$ cat config.mk
export PLATFORM = sky130hd
export DESIGN_NAME = serial_twos_decoder
export DESIGN_NICKNAME = d
export VERILOG_FILES = /design/src/rtl/serial_twos_pkg.sv /design/src/rtl/twos_bit_cell.sv /design/src/rtl/serial_twos_decoder.sv
export SDC_FILE = /design/constraint.sdc
export NUM_CORES = 1
export LEC_CHECK = 0
export ABC_CLOCK_PERIOD_IN_PS = 2100
export CORE_MARGIN = 5
export CORE_UTILIZATION = 40
export DETAILED_ROUTE_END_ITERATION = 10
export DONT_BUFFER_PORTS = 1
export PLACE_DENSITY_LB_ADDON = 0.15
export REMOVE_ABC_BUFFERS = 1
export SETUP_SLACK_MARGIN = 0.05
export SYNTH_ARGS = -nofsm -noshare
export SYNTH_HDL_FRONTEND = slang
export SYNTH_SLANG_ARGS = --single-unit
$ cat constraint.sdc
create_clock -name t_clk -period 2.1 [get_ports t_clk]
set_clock_uncertainty 0.05 [all_clocks]
set_input_delay 0.42 -clock t_clk [delete_from_list [all_inputs] [get_ports t_clk]]
set_output_delay 0.42 -clock t_clk [all_outputs]
set_load 0.02 [all_outputs]
$ cat src/rtl/serial_twos_pkg.sv
// Shared definitions for the serial two's-complement decoder.
//   DefaultWidth : default bits per serial word
//   state_e      : framing FSM states (hunt for bit 0, receive rest of word)
package serial_twos_pkg;

  localparam int unsigned DefaultWidth = 8;

  typedef enum logic [0:0] {
    StHunt,
    StRecv
  } state_e;

endpackage

$ cat src/rtl/twos_bit_cell.sv
// Bit-serial two's-complement undo cell.
// Bits pass unchanged up to and including the first 1 of a word.
// Every bit after that first 1 is inverted.
//   t_clk : clock, rising edge
//   r     : asynchronous active-high reset
//   b     : incoming serial bit
//   en    : b is accepted this cycle
//   first : b is bit 0 of a word (restarts the seen-one tracking)
//   d     : decoded bit, combinational from b and the stored flag
module twos_bit_cell (
  input  logic t_clk,
  input  logic r,
  input  logic b,
  input  logic en,
  input  logic first,
  output logic d
);

  logic seen_one_q, seen_one_d;

  always_comb begin
    seen_one_d = seen_one_q;
    if (en) begin
      seen_one_d = first ? b : (seen_one_q | b);
    end
  end

  // Bit 0 always passes through, so a stale flag from the previous word is ignored.
  assign d = (seen_one_q && !first) ? ~b : b;

  always_ff @(posedge t_clk or posedge r) begin
    if (r) begin
      seen_one_q <= 1'b0;
    end else begin
      seen_one_q <= seen_one_d;
    end
  end

endmodule

$ cat src/rtl/serial_twos_decoder.sv
// Receive-side serial two's-complement decoder.
// Frames an LSB-first serial stream, undoes the complement bit-serially and
// presents the reassembled word on a valid/ready interface.
//   t_clk, r           : clock, async active-high reset
//   s_bit/s_valid/s_first : serial input; s_first marks bit 0
//   m_data / m_raw     : decoded word / word as received
//   m_neg_max          : raw word is 1 followed by WIDTH-1 zeros
//   m_valid / m_ready  : output handshake
//   frm_err            : one-cycle pulse on a framing error
//   overrun / ovr_clr  : sticky dropped-word flag and its synchronous clear
module serial_twos_decoder
  import serial_twos_pkg::*;
#(
  parameter int unsigned WIDTH = DefaultWidth,
  localparam int unsigned CNT_W = $clog2(WIDTH)
) (
  input  logic             t_clk,
  input  logic             r,
  input  logic             s_bit,
  input  logic             s_valid,
  input  logic             s_first,
  output logic [WIDTH-1:0] m_data,
  output logic [WIDTH-1:0] m_raw,
  output logic             m_neg_max,
  output logic             m_valid,
  input  logic             m_ready,
  output logic             frm_err,
  output logic             overrun,
  input  logic             ovr_clr
);

  localparam logic [CNT_W-1:0] LastCnt = CNT_W'(WIDTH - 1);
  localparam logic [WIDTH-1:0] NegMax  = {1'b1, {(WIDTH-1){1'b0}}};

  state_e           state_q, state_d;
  logic [CNT_W-1:0] count_q, count_d;
  logic [WIDTH-1:0] raw_q, raw_d;
  logic [WIDTH-1:0] dec_q, dec_d;
  logic [WIDTH-1:0] m_data_d, m_raw_d;
  logic             m_neg_max_d, m_valid_d, frm_err_d, overrun_d;

  logic accept;
  logic bit0;
  logic last;
  logic load;
  logic drop;
  logic dec_bit;

  twos_bit_cell u_cell (
    .t_clk (t_clk),
    .r     (r),
    .b     (s_bit),
    .en    (accept),
    .first (bit0),
    .d     (dec_bit)
  );

  // Framing FSM and bit counter.
  always_comb begin
    state_d   = state_q;
    count_d   = count_q;
    accept    = 1'b0;
    bit0      = 1'b0;
    frm_err_d = 1'b0;
    unique case (state_q)
      StHunt: begin
        if (s_valid) begin
          if (s_first) begin
            accept = 1'b1;
            bit0   = 1'b1;
          end else begin
            frm_err_d = 1'b1;
          end
        end
      end
      StRecv: begin
        if (s_valid) begin
          // A premature s_first abandons the partial word and restarts on this bit.
          accept    = 1'b1;
          bit0      = s_first;
          frm_err_d = s_first;
        end
      end
      default: ;
    endcase

    last = accept && !bit0 && (count_q == LastCnt);

    if (accept) begin
      if (last) begin
        state_d = StHunt;
        count_d = '0;
      end else begin
        state_d = StRecv;
        count_d = bit0 ? CNT_W'(1) : count_q + CNT_W'(1);
      end
    end
  end

  // Shift registers and output/handshake logic.
  always_comb begin
    raw_d       = raw_q;
    dec_d       = dec_q;
    m_data_d    = m_data;
    m_raw_d     = m_raw;
    m_neg_max_d = m_neg_max;
    m_valid_d   = m_valid;
    overrun_d   = overrun;

    if (accept) begin
      raw_d = {s_bit, raw_q[WIDTH-1:1]};
      dec_d = {dec_bit, dec_q[WIDTH-1:1]};
    end

    load = last && (!m_valid || m_ready);
    drop = last && m_valid && !m_ready;

    if (m_valid && m_ready) begin
      m_valid_d = 1'b0;
    end
    if (load) begin
      m_data_d    = dec_d;
      m_raw_d     = raw_d;
      m_neg_max_d = (raw_d == NegMax);
      m_valid_d   = 1'b1;
    end

    // Set has priority over clear.
    if (drop) begin
      overrun_d = 1'b1;
    end else if (ovr_clr) begin
      overrun_d = 1'b0;
    end
  end

  always_ff @(posedge t_clk or posedge r) begin
    if (r) begin
      state_q   <= StHunt;
      count_q   <= '0;
      raw_q     <= '0;
      dec_q     <= '0;
      m_data    <= '0;
      m_raw     <= '0;
      m_neg_max <= 1'b0;
      m_valid   <= 1'b0;
      frm_err   <= 1'b0;
      overrun   <= 1'b0;
    end else begin
      state_q   <= state_d;
      count_q   <= count_d;
      raw_q     <= raw_d;
      dec_q     <= dec_d;
      m_data    <= m_data_d;
      m_raw     <= m_raw_d;
      m_neg_max <= m_neg_max_d;
      m_valid   <= m_valid_d;
      frm_err   <= frm_err_d;
      overrun   <= overrun_d;
    end
  end

endmodule

* Word level (Yosys, flattened, before mapping) *
Index checks and enable logic that the tools add are counted.

word-level totals
  word-level logic and storage cells = 50
  bits in registers = 41
  output and inout bits = 20
  input bits = 7

cells by class
  eq/ne operators = 2
  reduce and logical (&&, ||, !) cells = 13
  bitwise logic cells = 3
  add/subtract/negate cells = 1
  muxes and demuxes = 20

operators with widths
  operator                                                        count
  8-bit 2-to-1 mux                                                2
  1-bit 2-to-1 mux                                                13
  8-bit == test (second input constant)                           1
  1-bit logical AND                                               7
  3-bit 2-to-1 mux                                                2
  1-bit one-hot mux with 2 select lines                           3
  2-bit nonzero test                                              2
  3-bit by 1-bit adder with 3-bit output (second input constant)  1
  3-bit == test (second input constant)                           1
  1-bit logical NOT                                               3
  1-bit inverter                                                  2
  1-bit logical OR                                                1
  1-bit OR                                                        1

* Longest topological paths before layout *
  word-level depth = 9
  gate-level depth with buffers = 6
  depth with buffers taken out = 5

* Modules after synthesis *
From an unflattened synthesis, not the netlist that was laid out.

unflattened totals
  cell total of the unflattened synthesis = 116
  area, all modules = 1793.0 µm²

by module, submodules not included
  module               area each (µm²)  instances  cells an instance  seq. area each (µm²)
  serial_twos_decoder  1721.7           1          110                1001.0
  twos_bit_cell        71.3             1          6                  25.0

* Worst setup path before layout *
Ideal clock, no wire load.

  path kind = flip-flop to flip-flop
  start = register count_q[0]
  end = register m_raw[7]
  stages on the path, launching flop included = 7
  library setup time = 0.125 ns
  arrival = 1.604 ns
  period minus slack after synthesis = 1.778 ns
  data required time = 1.925 ns
  buffers on the path = 1
  setup slack = 0.322 ns
  cells stage by stage = dfrtp_1 > ha_1 > ha_1 > nand4b_4 > nor2_4 > buf_6 > mux2_2

between the ends
  longest elaborated chain between the ends = 3

ends and longest elaborated chain
  what                    line                        source
  from (decl)             serial_twos_decoder.sv:36   logic [CNT_W-1:0] count_q, count_d;
  from (signal assigned)  serial_twos_decoder.sv:150  count_q <= count_d;
  3-bit == test           serial_twos_decoder.sv:87   last = accept && !bit0 && (count_q == LastCnt);
  1-bit logical AND       serial_twos_decoder.sv:87
  1-bit logical AND       serial_twos_decoder.sv:115  load = last && (!m_valid || m_ready);
  to (signal assigned)    serial_twos_decoder.sv:154  m_raw <= m_raw_d;
  to (decl)               serial_twos_decoder.sv:23   output logic [WIDTH-1:0] m_raw,

No other way between the ends.
A chain may end at the register's enable or synchronous reset.

* Final worst setup path *
  start = register count_q[0]
  end = register m_raw[6]

The elaborated chain is that of the path after synthesis.

==> flow_summary.ini <==
[outcome]
status = finished clean

[yosys]
synthSimpleGateAreaFrac = 0.0932
syn_area_sq_mm = 0.00179
synth_area_leader_cell = dfrtp_1
synth_warnings = 0
synthXorXnorAreaFrac = 0.00491
synth_fa_ha_area_frac = 0.0140
ys_seq_elements = 41
syn_inst = 125
syn_avg_cell_area_sq_um = 14.3
synth_top_family_by_area = multiplexers
synth_top_area_frac = 0.575
synth-compound-area-share = 0.0420
synth_mux_area_frac = 0.240
synth_cell_types = 29
synthTopCellsByArea = dfrtp_1 57%, mux2_4 19%, mux2_2 4.4%
yosysSeqAreaShare = 0.575

[clock_network]
cts_tree = yes
cts_hold_buf = 0
cts-root-buf = clkbuf_8
path_clk_slew_ps = 80
cts_made_buffers = 5
clock_tree.buffer_depth = 2
insertion_delay_ps = 290
cts.sink_count = 41
htreeDepth = 2
post_cts.repair.setup_buffers = 0
post_cts_resized = 0

[setup_path]
endpoint_kind = flop
required_ps = 2220
cp_max_fo = 9
r2r_cells = 6
start_kind = flop
crit_type = reg2reg
cp.arrival_ps = 1940

[die]
start_util = 0.410
die-area_sq_mm = 0.00590
io_pins = 27
core_sq_mm = 0.00435
fp.dieH_microns = 76.8
core.rowCount = 24
chipWidth_microns = 76.8

[finish]
syn2layout_area_growth_pct = 10.3
fin_util = 0.452
antenna_cells = 0
final_layout_size_suffix_gt1_frac = 0.348
finalNetCount = 140

[sta]
tightest_slew_ps = 505
relSlewSlack = 0.663
rsz0062_at_grt = false
setup_viol = 0
max_freq_mhz = 551
finalHoldViolCount = 0
fin_crit_ps = 1810
drv_slew = 0
fin_crit_sh = 0.864

[route]
wl_microns = 2900
num_vias = 933
via_per_inst = 5.07
drt_first_pass_iters = 4
drt_iter0_drc = 29
wl_per_cell_microns = 15.8
ant_nets = 0
drc = 0

[global_route]
track_usage = 0.105
grt_overflow_total = 0
grt_pass1_vias = 945
antenna_found_initial = 0
grt_pass1_wl_microns = 4880
grt_start_max_net_pins = 42

[placement]
place_congestion = 0.733
dp.final_hpwl_microns = 1940
port_buffers = 0

[power]
p_leak_uw = 0.000940
cellPowerDensity_mw_per_mm2 = 1100
total_power_uw = 2160
irDropWorstVdd_mv = 0.510

[run]
cap_violations = 0

[min_path]
hold_class = in2async
## sequential cells by signal, summed over array words and instances, names as in the netlist
signal and flops:
count_q 3, dec_q 8, frm_err 1, m_data 8, m_neg_max 1, m_raw 8, m_valid 1, overrun 1
raw_q 8, state_q 1, u_cell.seen_one_q 1
## worst max-delay path: stages (launching register included)
cell	delay (ps)
dfrtp_1	370
ha_1	160
ha_1	260
nand4b_4	170
nor2_4	140
buf_4	220
mux2_4	320
## cells by family after synthesis
kind of cell	Yosys count
flip-flops	41
XOR/XNOR	1
AO/OA/AOI/OAI	11
multiplexers	31
AND/OR/NAND/NOR	31
buffers and inverters	8
adder cells (fa/ha/maj)	2
## cell usage in the layout (no fill, tap or decap), drive strengths merged
cell type	synthesis	routed
dfrtp	41	41
mux2	29	29
nand2	15	15
clkbuf	1	6
nor2	6	6
o21ai	5	5
buf	4	4
inv	3	3
nor2b	3	3
mux2i	2	2
ha	2	2
o211ai	1	1
nand4b	1	1
nand2b	1	1
o22ai	1	1
nor4	1	1
o41ai	1	1
a21bo	1	1
nand3b	1	1
or2	1	1
a21oi	1	1
o32ai	1	1
nor3	1	1
xnor2	1	1
and2	1	1
clkinvlp	0	1
bufinv	0	1
## synth_stat cells (all sizes together)
master / number
dfrtp: 41
mux2: 29
nand2: 15
nor2: 6
o21ai: 5
buf: 4
inv: 3
nor2b: 3
ha: 2
mux2i: 2
a21bo: 1
a21oi: 1
and2: 1
clkbuf: 1
nand2b: 1
nand3b: 1
nand4b: 1
nor3: 1
nor4: 1
o211ai: 1
o22ai: 1
o32ai: 1
o41ai: 1
or2: 1
xnor2: 1
## stage by stage
step / TNS, ps / instances / setup slack, ps / cell area (sq um) / hold WS, ps
4_1_cts: 0 / 184 / 276 / 1970 / 98.7
3_5_place_dp: 0 / 176 / 289 / 1850 / 426
3_3_place_gp: 0 / 176 / 370 / 1850 / 421
6_report: 0 / 184 / 287 / 1970 / 84.1
2_1_floorplan: -1.92 / 120 / -0.963 / 1740 / 402
5_1_grt: 0 / 184 / 160 / 1970 / 128
## cell type report
cell class                      count  area, sq um
Multi-Input combinational cell     76          704
Clock inverter                      2         37.5
Inverter                            3         11.3
Fill cell                         403         2380
Tap cell                           52         65.1
Timing Repair Buffer                4         42.5
Clock buffer                        6         82.6
Sequential cell                    41         1030
## layer usage
metal / up-vias / track usage / routed length [microns]
li1: 438 / - / -
met1: 466 / 0.139 / 1330
met2: 23 / 0.147 / 1320
met3: 6 / 0.0480 / 194
met4: 0 / 0.0472 / 53
met5: - / 0 / 0
## path summary, 6_finish.rpt
check,endpoint,slack (ps),start
setup / recovery,m_raw[6],290,count_q[0]
hold / removal,m_data[3],80,r
setup reg to reg,m_raw[6],290,count_q[0]
hold reg to reg,dec_q[0],450,dec_q[0]
max in group asynchronous,m_raw[6],1570,r
min in group t_clk,overrun,170,ovr_clr
## report_power, final
group | internal (uW) | switching [uW]
logic | 232 | 122
clock network | 386 | 267
registers | 965 | 188
(Power assumes the default switching activity.)
